--- config.mk ---
export PLATFORM = sky130hd
export DESIGN_NAME = poly_reduce_ctrl
export DESIGN_NICKNAME = d
export VERILOG_FILES = /design/src/rtl/poly_reduce_pkg.sv /design/src/rtl/poly_reduce_addr_cnt.sv /design/src/rtl/poly_reduce_ctrl.sv
export SDC_FILE = /design/constraint.sdc
export NUM_CORES = 1
export LEC_CHECK = 0
export CAP_MARGIN = 20
export CORE_AREA = 3 3 107 109
export DETAILED_ROUTE_END_ITERATION = 12
export DIE_AREA = 0 0 110 112
export GPL_ROUTABILITY_DRIVEN = 0
export PLACE_DENSITY = 0.55
export SYNTH_ARGS = -nofsm -noshare
export SYNTH_HDL_FRONTEND = slang
export SYNTH_HIERARCHICAL = 1
export SYNTH_SLANG_ARGS = --single-unit
export TNS_END_PERCENT = 10
--- constraint.sdc ---
create_clock -name clk -period 2.1 [get_ports clk]
set_clock_uncertainty 0.15 [all_clocks]
set_input_delay 0.525 -clock clk [delete_from_list [all_inputs] [get_ports clk]]
set_output_delay 0.525 -clock clk [all_outputs]
set_load 0.05 [all_outputs]
--- src/rtl/poly_reduce_pkg.sv ---
// rtl/poly_reduce_pkg.sv - shared constants and state encoding for the coefficient reduction sequencer
package poly_reduce_pkg;

    localparam int KYBER_K   = 2;
    localparam int KYBER_N   = 256;
    localparam int KYBER_Q   = 3329;
    localparam int BARRETT_V = 20159;

    localparam int STATE_W = 3;

    typedef enum logic [STATE_W-1:0] {
        ST_IDLE     = 3'd0,
        ST_READ     = 3'd1,
        ST_WAIT_RD  = 3'd2,
        ST_LAUNCH   = 3'd3,
        ST_WAIT_RED = 3'd4,
        ST_WRITE    = 3'd5,
        ST_FINISH   = 3'd6
    } state_e;

endpackage

--- src/rtl/poly_reduce_addr_cnt.sv ---
// rtl/poly_reduce_addr_cnt.sv - coefficient address counter with clear, increment and terminal flag
module poly_reduce_addr_cnt #(
    parameter int ADDR_W = 9,
    parameter int LAST   = 511
) (
    input  logic              clk,
    input  logic              reset_n,
    input  logic              clr_i,
    input  logic              inc_i,
    output logic [ADDR_W-1:0] addr_next_o,
    output logic              last_o
);

    localparam logic [ADDR_W-1:0] LAST_ADDR = ADDR_W'(LAST);

    logic [ADDR_W-1:0] addr_q;
    logic [ADDR_W-1:0] addr_d;

    // Clear wins; the terminal address is held so the counter never wraps
    always_comb begin
        addr_d = addr_q;
        if (clr_i) begin
            addr_d = '0;
        end else if (inc_i && (addr_q != LAST_ADDR)) begin
            addr_d = addr_q + 1'b1;
        end
    end

    // Address register
    always_ff @(posedge clk or negedge reset_n) begin
        if (!reset_n) begin
            addr_q <= '0;
        end else begin
            addr_q <= addr_d;
        end
    end

    assign addr_next_o = addr_d;
    assign last_o      = (addr_q == LAST_ADDR);

endmodule

--- src/rtl/poly_reduce_ctrl.sv ---
// rtl/poly_reduce_ctrl.sv - sequencer that Barrett-reduces every coefficient of the vector in place
module poly_reduce_ctrl #(
    parameter int KYBER_K = poly_reduce_pkg::KYBER_K,
    parameter int KYBER_N = poly_reduce_pkg::KYBER_N,
    parameter int COEFF_W = 16,
    parameter int RED_W   = 12,
    parameter int ADDR_W  = $clog2(KYBER_K * KYBER_N),
    parameter int TIMEOUT = 15
) (
    input  logic               clk,
    input  logic               reset_n,
    input  logic               start,
    output logic               busy,
    output logic               done,
    output logic               error,
    output logic [ADDR_W-1:0]  ram_addr,
    output logic               ram_re,
    input  logic [COEFF_W-1:0] ram_rdata,
    output logic               ram_we,
    output logic [COEFF_W-1:0] ram_wdata,
    output logic               red_enable,
    output logic [COEFF_W-1:0] red_coeff,
    input  logic               red_done,
    input  logic [RED_W-1:0]   red_result
);

    import poly_reduce_pkg::*;

    localparam int NUM_COEFF = KYBER_K * KYBER_N;
    localparam int TO_W      = $clog2(TIMEOUT + 1);
    // The counter is compared before it increments, so TIMEOUT-1 here means
    // this WAIT_RED cycle is the TIMEOUT-th one.
    localparam logic [TO_W-1:0] TO_LAST = TO_W'(TIMEOUT - 1);

    state_e state_q, state_d;

    logic [TO_W-1:0]    to_cnt_q, to_cnt_d;
    logic               error_q, error_d;
    logic               accept;
    logic               timed_out;
    logic               addr_last;
    logic [ADDR_W-1:0]  addr_next;

    logic               busy_q, busy_d;
    logic               done_q, done_d;
    logic               ram_re_q, ram_re_d;
    logic               ram_we_q, ram_we_d;
    logic               red_enable_q, red_enable_d;
    logic [ADDR_W-1:0]  ram_addr_q, ram_addr_d;
    logic [COEFF_W-1:0] ram_wdata_q, ram_wdata_d;
    logic [COEFF_W-1:0] red_coeff_q, red_coeff_d;

    assign accept    = (state_q == ST_IDLE) && start;
    assign timed_out = (state_q == ST_WAIT_RED) && !red_done && (to_cnt_q == TO_LAST);

    poly_reduce_addr_cnt #(
        .ADDR_W (ADDR_W),
        .LAST   (NUM_COEFF - 1)
    ) u_addr_cnt (
        .clk         (clk),
        .reset_n     (reset_n),
        .clr_i       (accept),
        .inc_i       (state_q == ST_WRITE),
        .addr_next_o (addr_next),
        .last_o      (addr_last)
    );

    // State register
    always_ff @(posedge clk or negedge reset_n) begin
        if (!reset_n) begin
            state_q <= ST_IDLE;
        end else begin
            state_q <= state_d;
        end
    end

    // Next-state: one coefficient per READ..WRITE loop, terminal compare before increment
    always_comb begin
        state_d = state_q;
        case (state_q)
            ST_IDLE:     if (start) state_d = ST_READ;
            ST_READ:     state_d = ST_WAIT_RD;
            ST_WAIT_RD:  state_d = ST_LAUNCH;
            ST_LAUNCH:   state_d = ST_WAIT_RED;
            ST_WAIT_RED: begin
                if (red_done) begin
                    state_d = ST_WRITE;
                end else if (to_cnt_q == TO_LAST) begin
                    state_d = ST_FINISH;
                end
            end
            ST_WRITE:    state_d = addr_last ? ST_FINISH : ST_READ;
            ST_FINISH:   state_d = ST_IDLE;
            default:     state_d = ST_IDLE;
        endcase
    end

    // Timeout counter and sticky error: both restart on an accepted start
    always_comb begin
        to_cnt_d = to_cnt_q;
        error_d  = error_q;
        if (accept || (state_q == ST_WRITE)) begin
            to_cnt_d = '0;
        end else if (state_q == ST_WAIT_RED) begin
            to_cnt_d = to_cnt_q + 1'b1;
        end
        if (accept) begin
            error_d = 1'b0;
        end else if (timed_out) begin
            error_d = 1'b1;
        end
    end

    // Output decode from the next state so every strobe is a flop aligned with its state
    always_comb begin
        busy_d       = (state_d != ST_IDLE);
        done_d       = (state_d == ST_FINISH);
        ram_re_d     = (state_d == ST_READ);
        ram_we_d     = (state_d == ST_WRITE);
        red_enable_d = (state_d == ST_LAUNCH);
        ram_addr_d   = ram_addr_q;
        ram_wdata_d  = ram_wdata_q;
        red_coeff_d  = red_coeff_q;
        if ((state_d == ST_READ) || (state_d == ST_WRITE)) begin
            ram_addr_d = addr_next;
        end
        if (state_d == ST_WRITE) begin
            ram_wdata_d = {{(COEFF_W - RED_W){1'b0}}, red_result};
        end
        if (state_q == ST_WAIT_RD) begin
            red_coeff_d = ram_rdata;
        end
    end

    // Registered outputs and datapath
    always_ff @(posedge clk or negedge reset_n) begin
        if (!reset_n) begin
            to_cnt_q     <= '0;
            error_q      <= 1'b0;
            busy_q       <= 1'b0;
            done_q       <= 1'b0;
            ram_re_q     <= 1'b0;
            ram_we_q     <= 1'b0;
            red_enable_q <= 1'b0;
            ram_addr_q   <= '0;
            ram_wdata_q  <= '0;
            red_coeff_q  <= '0;
        end else begin
            to_cnt_q     <= to_cnt_d;
            error_q      <= error_d;
            busy_q       <= busy_d;
            done_q       <= done_d;
            ram_re_q     <= ram_re_d;
            ram_we_q     <= ram_we_d;
            red_enable_q <= red_enable_d;
            ram_addr_q   <= ram_addr_d;
            ram_wdata_q  <= ram_wdata_d;
            red_coeff_q  <= red_coeff_d;
        end
    end

    assign busy       = busy_q;
    assign done       = done_q;
    assign error      = error_q;
    assign ram_re     = ram_re_q;
    assign ram_we     = ram_we_q;
    assign red_enable = red_enable_q;
    assign ram_addr   = ram_addr_q;
    assign ram_wdata  = ram_wdata_q;
    assign red_coeff  = red_coeff_q;

endmodule

==> flow_summary.json, run 1 <==
{
  "internal-power_mw": 3.39,
  "hp-class": "input port to asynchronous set/reset pin",
  "ir_worst_vdd_v": 0.000671,
  "die_w_um": 110,
  "placed_area_um2": 3570,
  "design_area_um2": 3820,
  "grt_max_degree": 60,
  "status": "finished clean",
  "slew_viol_final": 0,
  "syn_to_final_growth_pct": 44.7,
  "finalNetCount": 326,
  "grt_setup_unrepaired": "true",
  "synth_warnings": 6,
  "p_leak_nw": 1.76,
  "synth_top_area_share_pct": 55.8,
  "ant_nets": 0,
  "synth_largest_area_cell": "dfrtp_1",
  "wl_met1_um": 2480,
  "ys_seq_area_share_pct": 55.8,
  "grt_pass1_vias": 1852,
  "wl_met2_um": 2600,
  "hpwl_um": 3920,
  "hold_viol_final": 0,
  "port-buffer-count": 74,
  "drc_errors": 0,
  "io_pins": 79,
  "ys_types": 41,
  "via_count": 1788,
  "synth_top_flop_cell": "dfrtp_1",
  "seqPwrFrac_pct": 30.0,
  "htree_levels": 3,
  "wl_met3_um": 401,
  "startpoint_type": "flip-flop",
  "async_flop_share_pct": 100,
  "max_cap_viol_count": 0,
  "dieArea_um2": 12300,
  "power_per_cell_area_nw_per_um2": 1540,
  "setup_viol": 0,
  "switching_share_pct": 42.4,
  "cts_tree": "built",
  "ctsHoldBuffers": 0,
  "cp.required_ns": 2.23,
  "row_count": 38,
  "fin_ws_ns": 0.0533,
  "fp.coreArea_um2": 10700,
  "worstPathMaxFanout": 7,
  "viasPerCell": 4.12,
  "die_h_um": 112,
  "switching_power_mw": 2.50,
  "numCtsBuffers": 9,
  "ys_ff_latch": 59,
  "pwr-share-comb_pct": 50.8,
  "synth-edff-count": 0,
  "p_clk_share_pct": 19.3,
  "fin_tns_setup_ns": 0,
  "insertion_delay_ns": 0.33,
  "path_clk_slew_ns": 0.07,
  "pre_cts_slack_ns": -0.108,
  "synth_area_um2": 2640,
  "min_period_ns": 2.05,
  "start_util_pct": 24.7,
  "utilization_pct": 35.8,
  "synth.top_cells.by_area": "dfrtp_1, mux2_4, mux2_2",
  "grt_antenna_before_repair": 0,
  "syn_avg_cell_area_um2": 13.6,
  "finalPower_mw": 5.89,
  "firstDrtPassIters": 4,
  "drt-initial-drc-count": 67,
  "grt_pass1_wl_um": 8950,
  "max_freq_ghz": 0.489,
  "routed.top_layer": "met4",
  "syn_inst": 194,
  "critical_path_class": "flip-flop to flip-flop",
  "drt_wl_total_um": 5540,
  "layout-drive-gt1-share_pct": 47.3,
  "cts_buffer_depth": 2,
  "diodes": 0,
  "track_usage_pct": 9.53,
  "fin_crit_sh_pct": 97.5,
  "crit_path_end_kind": "flip-flop",
  "root_buffer": "clkbuf_8",
  "wire_per_inst_um": 12.8,
  "most-common-layout-cells": "dfrtp_1, buf_4, clkdlybuf4s50_1, mux2_2, mux2_4",
  "crit_arrival_ns": 2.17,
  "grt_overflow": 0,
  "clock_sinks": 59
}
-- metrics by stage --
| step | hold WS, ns | cells |
|---|---|---|
| finish | 0.0362 | 434 |
| global route | 0.0282 | 434 |
| CTS | 0.0293 | 434 |
| detailed placement | 0.348 | 418 |
| global placement | 0.344 | 418 |
| floorplan | 0.0794 | 197 |
-- cells in the mapped netlist, types with 2 or more instances --
master and instances:
nand2_1 8, dfrtp_1 59, or3_1 2, mux2i_1 3, nor2_1 14, xor2_1 2
buf_6 4, a21oi_1 8, nand2b_1 2, ha_1 4, inv_1 4, buf_4 5
mux2_2 19, o21ai_0 8, nand4b_1 2, or4_1 2, nand3_1 4, mux2_4 18
o31ai_1 2, nand2b_4 2, nor3_1 2
-- timing repair --
item	4_1_cts	5_1_grt
resized for setup	3	4
endpoints found under the setup margin	2	9
pin swaps	1	2
setup buffers	1	0
-- flip-flops by register name, summed over array words and instances (netlist names) --
name	flops
error	1
u_addr_cnt/addr_q	9
state_q	3
red_enable	1
busy	1
ram_re	1
red_coeff	16
ram_wdata	12
ram_addr	9
ram_we	1
to_cnt_q	4
done	1
-- cell families after synthesis --
family                     share of synthesized area [%]
muxes                                               19.5
xor gates and xnor gates                           0.994
other                                              0.142
AOI/OAI and AO/OA                                   5.40
DFF                                                 55.8
buffers and inverters                               5.11
and+or+nand+nor                                     11.2
adders and majority gates                           1.89
-- final cells by class --
class                           count  area, um2
Fill cell                        1059       6870
Clock buffer                       10        138
Inverter                            4       15.0
Clock inverter                      5       77.6
Tap cell                          140        175
Timing Repair Buffer               94        828
Multi-Input combinational cell    122       1110
Sequential cell                    59       1480
-- path summary, 6_finish.rpt --
kind	to	slack, ns	start	cells after the start
setup / recovery	ram_addr[5]$_DFFE_PN0P_	0.05	u_addr_cnt/addr_q[1]$_DFF_PN0_	8
hold / removal	ram_wdata[8]$_DFFE_PN0N_	0.04	reset_n	2
setup reg to reg	ram_addr[5]$_DFFE_PN0P_	0.05	u_addr_cnt/addr_q[1]$_DFF_PN0_	8
hold reg to reg	red_coeff[15]$_DFFE_PN0N_	0.36	red_coeff[15]$_DFFE_PN0N_	1
max in group asynchronous	ram_wdata[7]$_DFFE_PN0N_	1.49	reset_n	2
min in group clk	red_coeff[15]$_DFFE_PN0N_	0.36	red_coeff[15]$_DFFE_PN0N_	1
-- power by group through the flow --
stage / logic, mW / registers (mW) / clock network [mW]
after floorplan: 1.01 / 2.89 / 0
after global placement: 3.01 / 1.78 / 0
after detailed placement: 3.02 / 1.79 / 0
after CTS: 3.03 / 1.77 / 1.20
after global routing: 3.16 / 1.81 / 1.26
final: 2.99 / 1.77 / 1.14
-- metal layers --
metal | vias to the layer above | track usage [%]
met3 | 4 | 4.52
met5 | - | 0
met4 | 0 | 3.57
li1 | 864 | -
met2 | 52 | 14.8
met1 | 868 | 11.4
-- critical path, stage by stage (launching register included) --
cell and delay (ns):
dfrtp_1 0.38, ha_2 0.20, nand3_2 0.06, nor2_2 0.05
ha_4 0.18, nand2b_4 0.18, or4_4 0.51, a21oi_4 0.14
mux2_4 0.15
(Power assumes the default switching activity.)
==> run 2: changes to the inputs <==
- MAX_ROUTING_LAYER: not set -> met4
==> run 2 against run 1 <==
  * First-iteration DRC count up 34%
  * Register-to-register slack about the same
  * Largest power group unchanged
  * Total power about the same
  * Setup slack about the same
  * Worst hold slack about the same
  * Via count up 0.17%
  * Combinational power about the same
  * Global-route usage up 0.32 points
  * Critical path type unchanged
  * Non-clock buffer count unchanged
  * Clock power about the same
  * Clock-buffer cell count unchanged
  * Core utilization unchanged
==> flow_summary.json, run 2 (synthesis results as in run 1) <==
{
  "status": "finished clean",
  "power_per_cell_area_nw_per_um2": 1540,
  "fin_tns_setup_ns": 0,
  "cts_tree": "built",
  "fin_ws_ns": 0.0532,
  "crit_path_end_kind": "flip-flop",
  "critical_path_class": "flip-flop to flip-flop",
  "switching_power_mw": 2.50,
  "most-common-layout-cells": "dfrtp_1, buf_4, clkdlybuf4s50_1, mux2_2, mux2_4",
  "utilization_pct": 35.8,
  "die_w_um": 110,
  "dieArea_um2": 12300,
  "row_count": 38,
  "reg2reg_to": "ram_addr[5]$_DFFE_PN0P_",
  "slew_viol_final": 0,
  "port-buffer-count": 74,
  "worstPathMaxFanout": 7,
  "numCtsBuffers": 9,
  "min_period_ns": 2.05,
  "root_buffer": "clkbuf_8",
  "layout-drive-gt1-share_pct": 47.3,
  "via_count": 1791,
  "track_usage_pct": 9.84,
  "design_area_um2": 3820,
  "seqPwrFrac_pct": 30.0,
  "path_clk_slew_ns": 0.07,
  "clock_sinks": 59,
  "reg2reg_slack_ns": 0.05,
  "drt-initial-drc-count": 90,
  "switching_share_pct": 42.4,
  "crit_arrival_ns": 2.17,
  "hold_slack_ns": 0.0358,
  "diodes": 0,
  "fillers": 1059,
  "io_pins": 79,
  "finalNetCount": 326,
  "fin_crit_sh_pct": 97.5,
  "reg2reg_from": "u_addr_cnt/addr_q[1]$_DFF_PN0_",
  "ant_nets": 0,
  "grt_overflow": 0,
  "cp.required_ns": 2.23,
  "grt_setup_unrepaired": "true",
  "insertion_delay_ns": 0.33,
  "largest_reg_flops": 16,
  "pwr-share-comb_pct": 50.8,
  "htree_levels": 3,
  "start_util_pct": 24.7,
  "hp-class": "input port to asynchronous set/reset pin",
  "viasPerCell": 4.13,
  "hpwl_um": 3920,
  "p_leak_nw": 1.76,
  "ir_worst_vdd_v": 0.000671,
  "drt_wl_total_um": 5540,
  "startpoint_type": "flip-flop",
  "p_clk_share_pct": 19.3,
  "max_freq_ghz": 0.489,
  "grt_pass1_vias": 1853,
  "max_cap_viol_count": 0,
  "grt_pass1_wl_um": 8960,
  "setup_viol": 0,
  "fp.coreArea_um2": 10700,
  "rr_worst_depth": 8,
  "firstDrtPassIters": 4,
  "placed_area_um2": 3570,
  "hold_viol_final": 0,
  "wire_per_inst_um": 12.8,
  "grt_max_degree": 60,
  "grt_antenna_before_repair": 0,
  "cts_buffer_depth": 2,
  "syn_to_final_growth_pct": 44.7,
  "pre_cts_slack_ns": -0.108,
  "internal-power_mw": 3.39,
  "drc_errors": 0,
  "die_h_um": 112
}
[run 2: cell counts in the layout (fill, tap and decap cells not counted)]
Identical to the previous run, type by type.
[run 2: power by group through the flow]
| stage | clock (mW) | combinational (mW) | sequential (mW) |
|---|---|---|---|
| 6_report | 1.14 | 2.99 | 1.77 |
| 5_1_grt | 1.26 | 3.16 | 1.81 |
| 4_1_cts | 1.20 | 3.03 | 1.77 |
| 3_5_place_dp | 0 | 3.02 | 1.79 |
| 3_3_place_gp | 0 | 3.01 | 1.78 |
| 2_1_floorplan | 0 | 1.01 | 2.89 |
[run 2: worst max path at each step]
stage,from,endpoint
6_report,u_addr_cnt/addr_q[1]$_DFF_PN0_,ram_addr[5]$_DFFE_PN0P_
3_5_place_dp,start,ram_addr[6]$_DFFE_PN0P_
5_1_grt,u_addr_cnt/addr_q[0]$_DFF_PN0_,ram_addr[7]$_DFFE_PN0P_
3_3_place_gp,start,ram_addr[5]$_DFFE_PN0P_
4_1_cts,u_addr_cnt/addr_q[1]$_DFF_PN0_,ram_addr[5]$_DFFE_PN0P_
2_1_floorplan,u_addr_cnt/addr_q[0]$_DFF_PN0_,ram_addr[5]$_DFFE_PN0P_
[run 2: cell type report]
| type | count | area (um2) | area share (%) |
|---|---|---|---|
| Clock buffer | 10 | 138 | 3.60 |
| Clock inverter | 5 | 77.6 | 2.03 |
| Sequential cell | 59 | 1480 | 38.6 |
| Tap cell | 140 | 175 | 4.58 |
| Timing Repair Buffer | 94 | 828 | 21.7 |
| Multi-Input combinational cell | 122 | 1110 | 29.1 |
| Inverter | 4 | 15.0 | 0.393 |
[run 2: timing repair]
item,in CTS,in global routing
buffers inserted,1,0
resized for setup,3,4
cloned,0,0
pin swaps,1,2
setup endpoints to repair,2,9
hold buffers,0,0
[run 2: worst max-delay path: stages (launching register included)]
cell and delay (ns):
dfrtp_1 0.38, ha_2 0.20, nand3_2 0.06, nor2_2 0.05, ha_4 0.18, nand2b_4 0.18
or4_4 0.51, a21oi_4 0.14, mux2_4 0.15
[run 2: stage by stage]
stage               std cells  total power, mW
floorplan                 197             3.91
global placement          418             4.78
detailed placement        418             4.81
CTS                       434             5.99
global route              434             6.24
finish                    434             5.89
[run 2: metal layers]
layer	routed length, um	track usage [%]	share of wire [%]
met1	2500	11.5	45
met4	57	4.57	1.0
met3	393	3.88	7.1
met2	2590	14.8	47
met5	0	-	0
==> run 3: changes to the inputs <==
--- a/config.mk
+++ b/config.mk
@@ -7,10 +7,10 @@
 export LEC_CHECK = 0
 export CAP_MARGIN = 20
-export CORE_AREA = 3 3 107 109
+export CORE_AREA = 3 3 85 87
 export DETAILED_ROUTE_END_ITERATION = 12
-export DIE_AREA = 0 0 110 112
+export DIE_AREA = 0 0 88 90
 export GPL_ROUTABILITY_DRIVEN = 0
 export MAX_ROUTING_LAYER = met4
-export PLACE_DENSITY = 0.55
+export PLACE_DENSITY = 0.78
 export SYNTH_ARGS = -nofsm -noshare
 export SYNTH_HDL_FRONTEND = slang
==> constraint.sdc (replaced) <==
create_clock -name clk -period 2.1 [get_ports clk]
set_clock_uncertainty 0.15 [all_clocks]
set_input_delay 0.21 -clock clk [delete_from_list [all_inputs] [get_ports clk]]
set_output_delay 0.21 -clock clk [all_outputs]
set_load 0.05 [all_outputs]
==> run 3 against run 2 <==
  * Clock power down 4%
  * Core utilization up 23 points
  * Combinational power grew 4%
  * Via count up 2.2%
  * Sequential cell count unchanged
  * Global-route usage grew 4.9 points
  * Cell area decreased by 0.82%
  * Die area fell by 36%
  * Critical path depth unchanged
  * Non-clock buffer count is 2 lower
==> flow_summary.json, run 3 (synthesis results as in run 1) <==
{
  "status": "finished clean",
  "min_period_ns": 2.10,
  "ir_worst_vdd_v": 0.000888,
  "reg2reg_to": "ram_addr[5]$_DFFE_PN0P_",
  "hold_slack_ns": 0.232,
  "root_buffer": "clkbuf_8",
  "rr_worst_depth": 8,
  "htree_levels": 3,
  "fillers": 525,
  "grt_setup_unrepaired": "true",
  "start_util_pct": 41.2,
  "diodes": 0,
  "fp.coreArea_um2": 6420,
  "drt_wl_total_um": 5520,
  "viasPerCell": 4.95,
  "insertion_delay_ns": 0.33,
  "reg2reg_slack_ns": 0.0009,
  "finalNetCount": 324,
  "grt_max_degree": 39,
  "die_w_um": 88,
  "startpoint_type": "flip-flop",
  "fin_tns_setup_ns": 0,
  "drt-initial-drc-count": 93,
  "max_freq_ghz": 0.476,
  "grt_antenna_before_repair": 0,
  "grt_pass1_vias": 1840,
  "grt_overflow": 0,
  "ant_nets": 0,
  "crit_arrival_ns": 2.22,
  "row_count": 29,
  "final_common_cell": "clkdlybuf4s50_1",
  "io_pins": 79,
  "cp.required_ns": 2.22,
  "numCtsBuffers": 9,
  "path_clk_slew_ns": 0.07,
  "pwr-share-comb_pct": 52.2,
  "seqPwrFrac_pct": 29.3,
  "via_count": 1831,
  "setup_viol": 0,
  "drc_errors": 0,
  "dieArea_um2": 7920,
  "port-buffer-count": 74,
  "critical_path_class": "flip-flop to flip-flop",
  "syn_to_final_growth_pct": 43.5,
  "design_area_um2": 3790,
  "max_cap_viol_count": 0,
  "fin_crit_sh_pct": 100,
  "hp-class": "input port to asynchronous set/reset pin",
  "wire_per_inst_um": 14.9,
  "die_h_um": 90,
  "p_clk_share_pct": 18.4,
  "largest_reg_flops": 16,
  "clock_sinks": 59,
  "layout.area.seq_um2": 1480,
  "layout-drive-gt1-share_pct": 30.0,
  "finalPower_mw": 5.97,
  "internal-power_mw": 3.48,
  "placed_area_um2": 3530,
  "hold_viol_final": 0,
  "slew_viol_final": 0,
  "tightest_slew_ns": 0.518,
  "crit_path_end_kind": "flip-flop",
  "firstDrtPassIters": 4,
  "p_leak_nw": 1.68,
  "switching_share_pct": 41.6,
  "grt_pass1_wl_um": 8940,
  "cts_tree": "built",
  "track_usage_pct": 14.7,
  "hpwl_um": 3870,
  "slew_headroom_pct": 65.4,
  "multi_input_area_um2": 1090,
  "worstPathMaxFanout": 6,
  "most-common-layout-cells": "clkdlybuf4s50_1, dfrtp_1, mux2_2, mux2_4, buf_4",
  "reg2reg_from": "u_addr_cnt/addr_q[0]$_DFF_PN0_",
  "cts_buffer_depth": 2,
  "power_per_cell_area_nw_per_um2": 1570,
  "switching_power_mw": 2.49
}
run 3: power by group through the flow:
stage / registers, mW / clock network (mW) / logic (mW)
after floorplan: 2.89 / 0 / 1.01
after global placement: 1.75 / 0 / 3.06
after detailed placement: 1.78 / 0 / 3.11
after CTS: 1.76 / 1.13 / 3.15
after global routing: 1.80 / 1.18 / 3.27
final: 1.75 / 1.10 / 3.12
run 3: metal layers:
| layer | vias up | wire length, um | track usage (%) |
|---|---|---|---|
| met3 | 2 | 370 | 5.03 |
| met4 | 0 | 26 | 3.84 |
| met1 | 910 | 2520 | 19.5 |
| met2 | 60 | 2600 | 21.6 |
| li1 | 859 | - | - |
| met5 | - | 0 | - |
run 3: layout make-up:
cell class / instances / share of cell area, %
timing repair buffer: 92 / 24.0
inverter: 4 / 0.396
clock buffer: 11 / 3.46
sequential: 59 / 38.9
clock inverter: 5 / 2.04
multi-input combinational: 122 / 28.6
tap: 77 / 2.54
run 3: worst max-delay path by stage:
stage,slack (ns),from,to
floorplan,0.0001,u_addr_cnt/addr_q[0]$_DFF_PN0_,ram_addr[5]$_DFFE_PN0P_
global placement,0.05,u_addr_cnt/addr_q[1]$_DFF_PN0_,ram_addr[5]$_DFFE_PN0P_
detailed placement,-0.02,u_addr_cnt/addr_q[1]$_DFF_PN0_,ram_addr[5]$_DFFE_PN0P_
CTS,0.005,u_addr_cnt/addr_q[0]$_DFF_PN0_,ram_addr[5]$_DFFE_PN0P_
global route,-0.06,u_addr_cnt/addr_q[0]$_DFF_PN0_,ram_addr[5]$_DFFE_PN0P_
finish,0.0009,u_addr_cnt/addr_q[0]$_DFF_PN0_,ram_addr[5]$_DFFE_PN0P_
run 3: worst max-delay path, cell delays in order (launching register included):
cell and delay, ns:
dfrtp_1 0.38, ha_2 0.20, nand3_2 0.05, nor2_1 0.04
ha_2 0.20, nand2b_4 0.18, or4_4 0.49, a21oi_2 0.17
mux2_4 0.16
run 3: through the flow:
stage / worst slack, ns / util (%) / std cells
2_1_floorplan: 0.000135 / - / 197
3_3_place_gp: 0.0527 / 54.9 / 349
3_5_place_dp: -0.0227 / 54.9 / 349
4_1_cts: 0.00465 / 59.0 / 370
5_1_grt: -0.0640 / 59.1 / 370
6_report: 0.000929 / 59.1 / 370
run 3: repair_timing:
action	CTS	global route
setup buffers	4	0
hold buffers	1	0
hold endpoints to repair	21	0
resized for setup	0	3
setup endpoints to repair	3	9
pin swaps	3	0
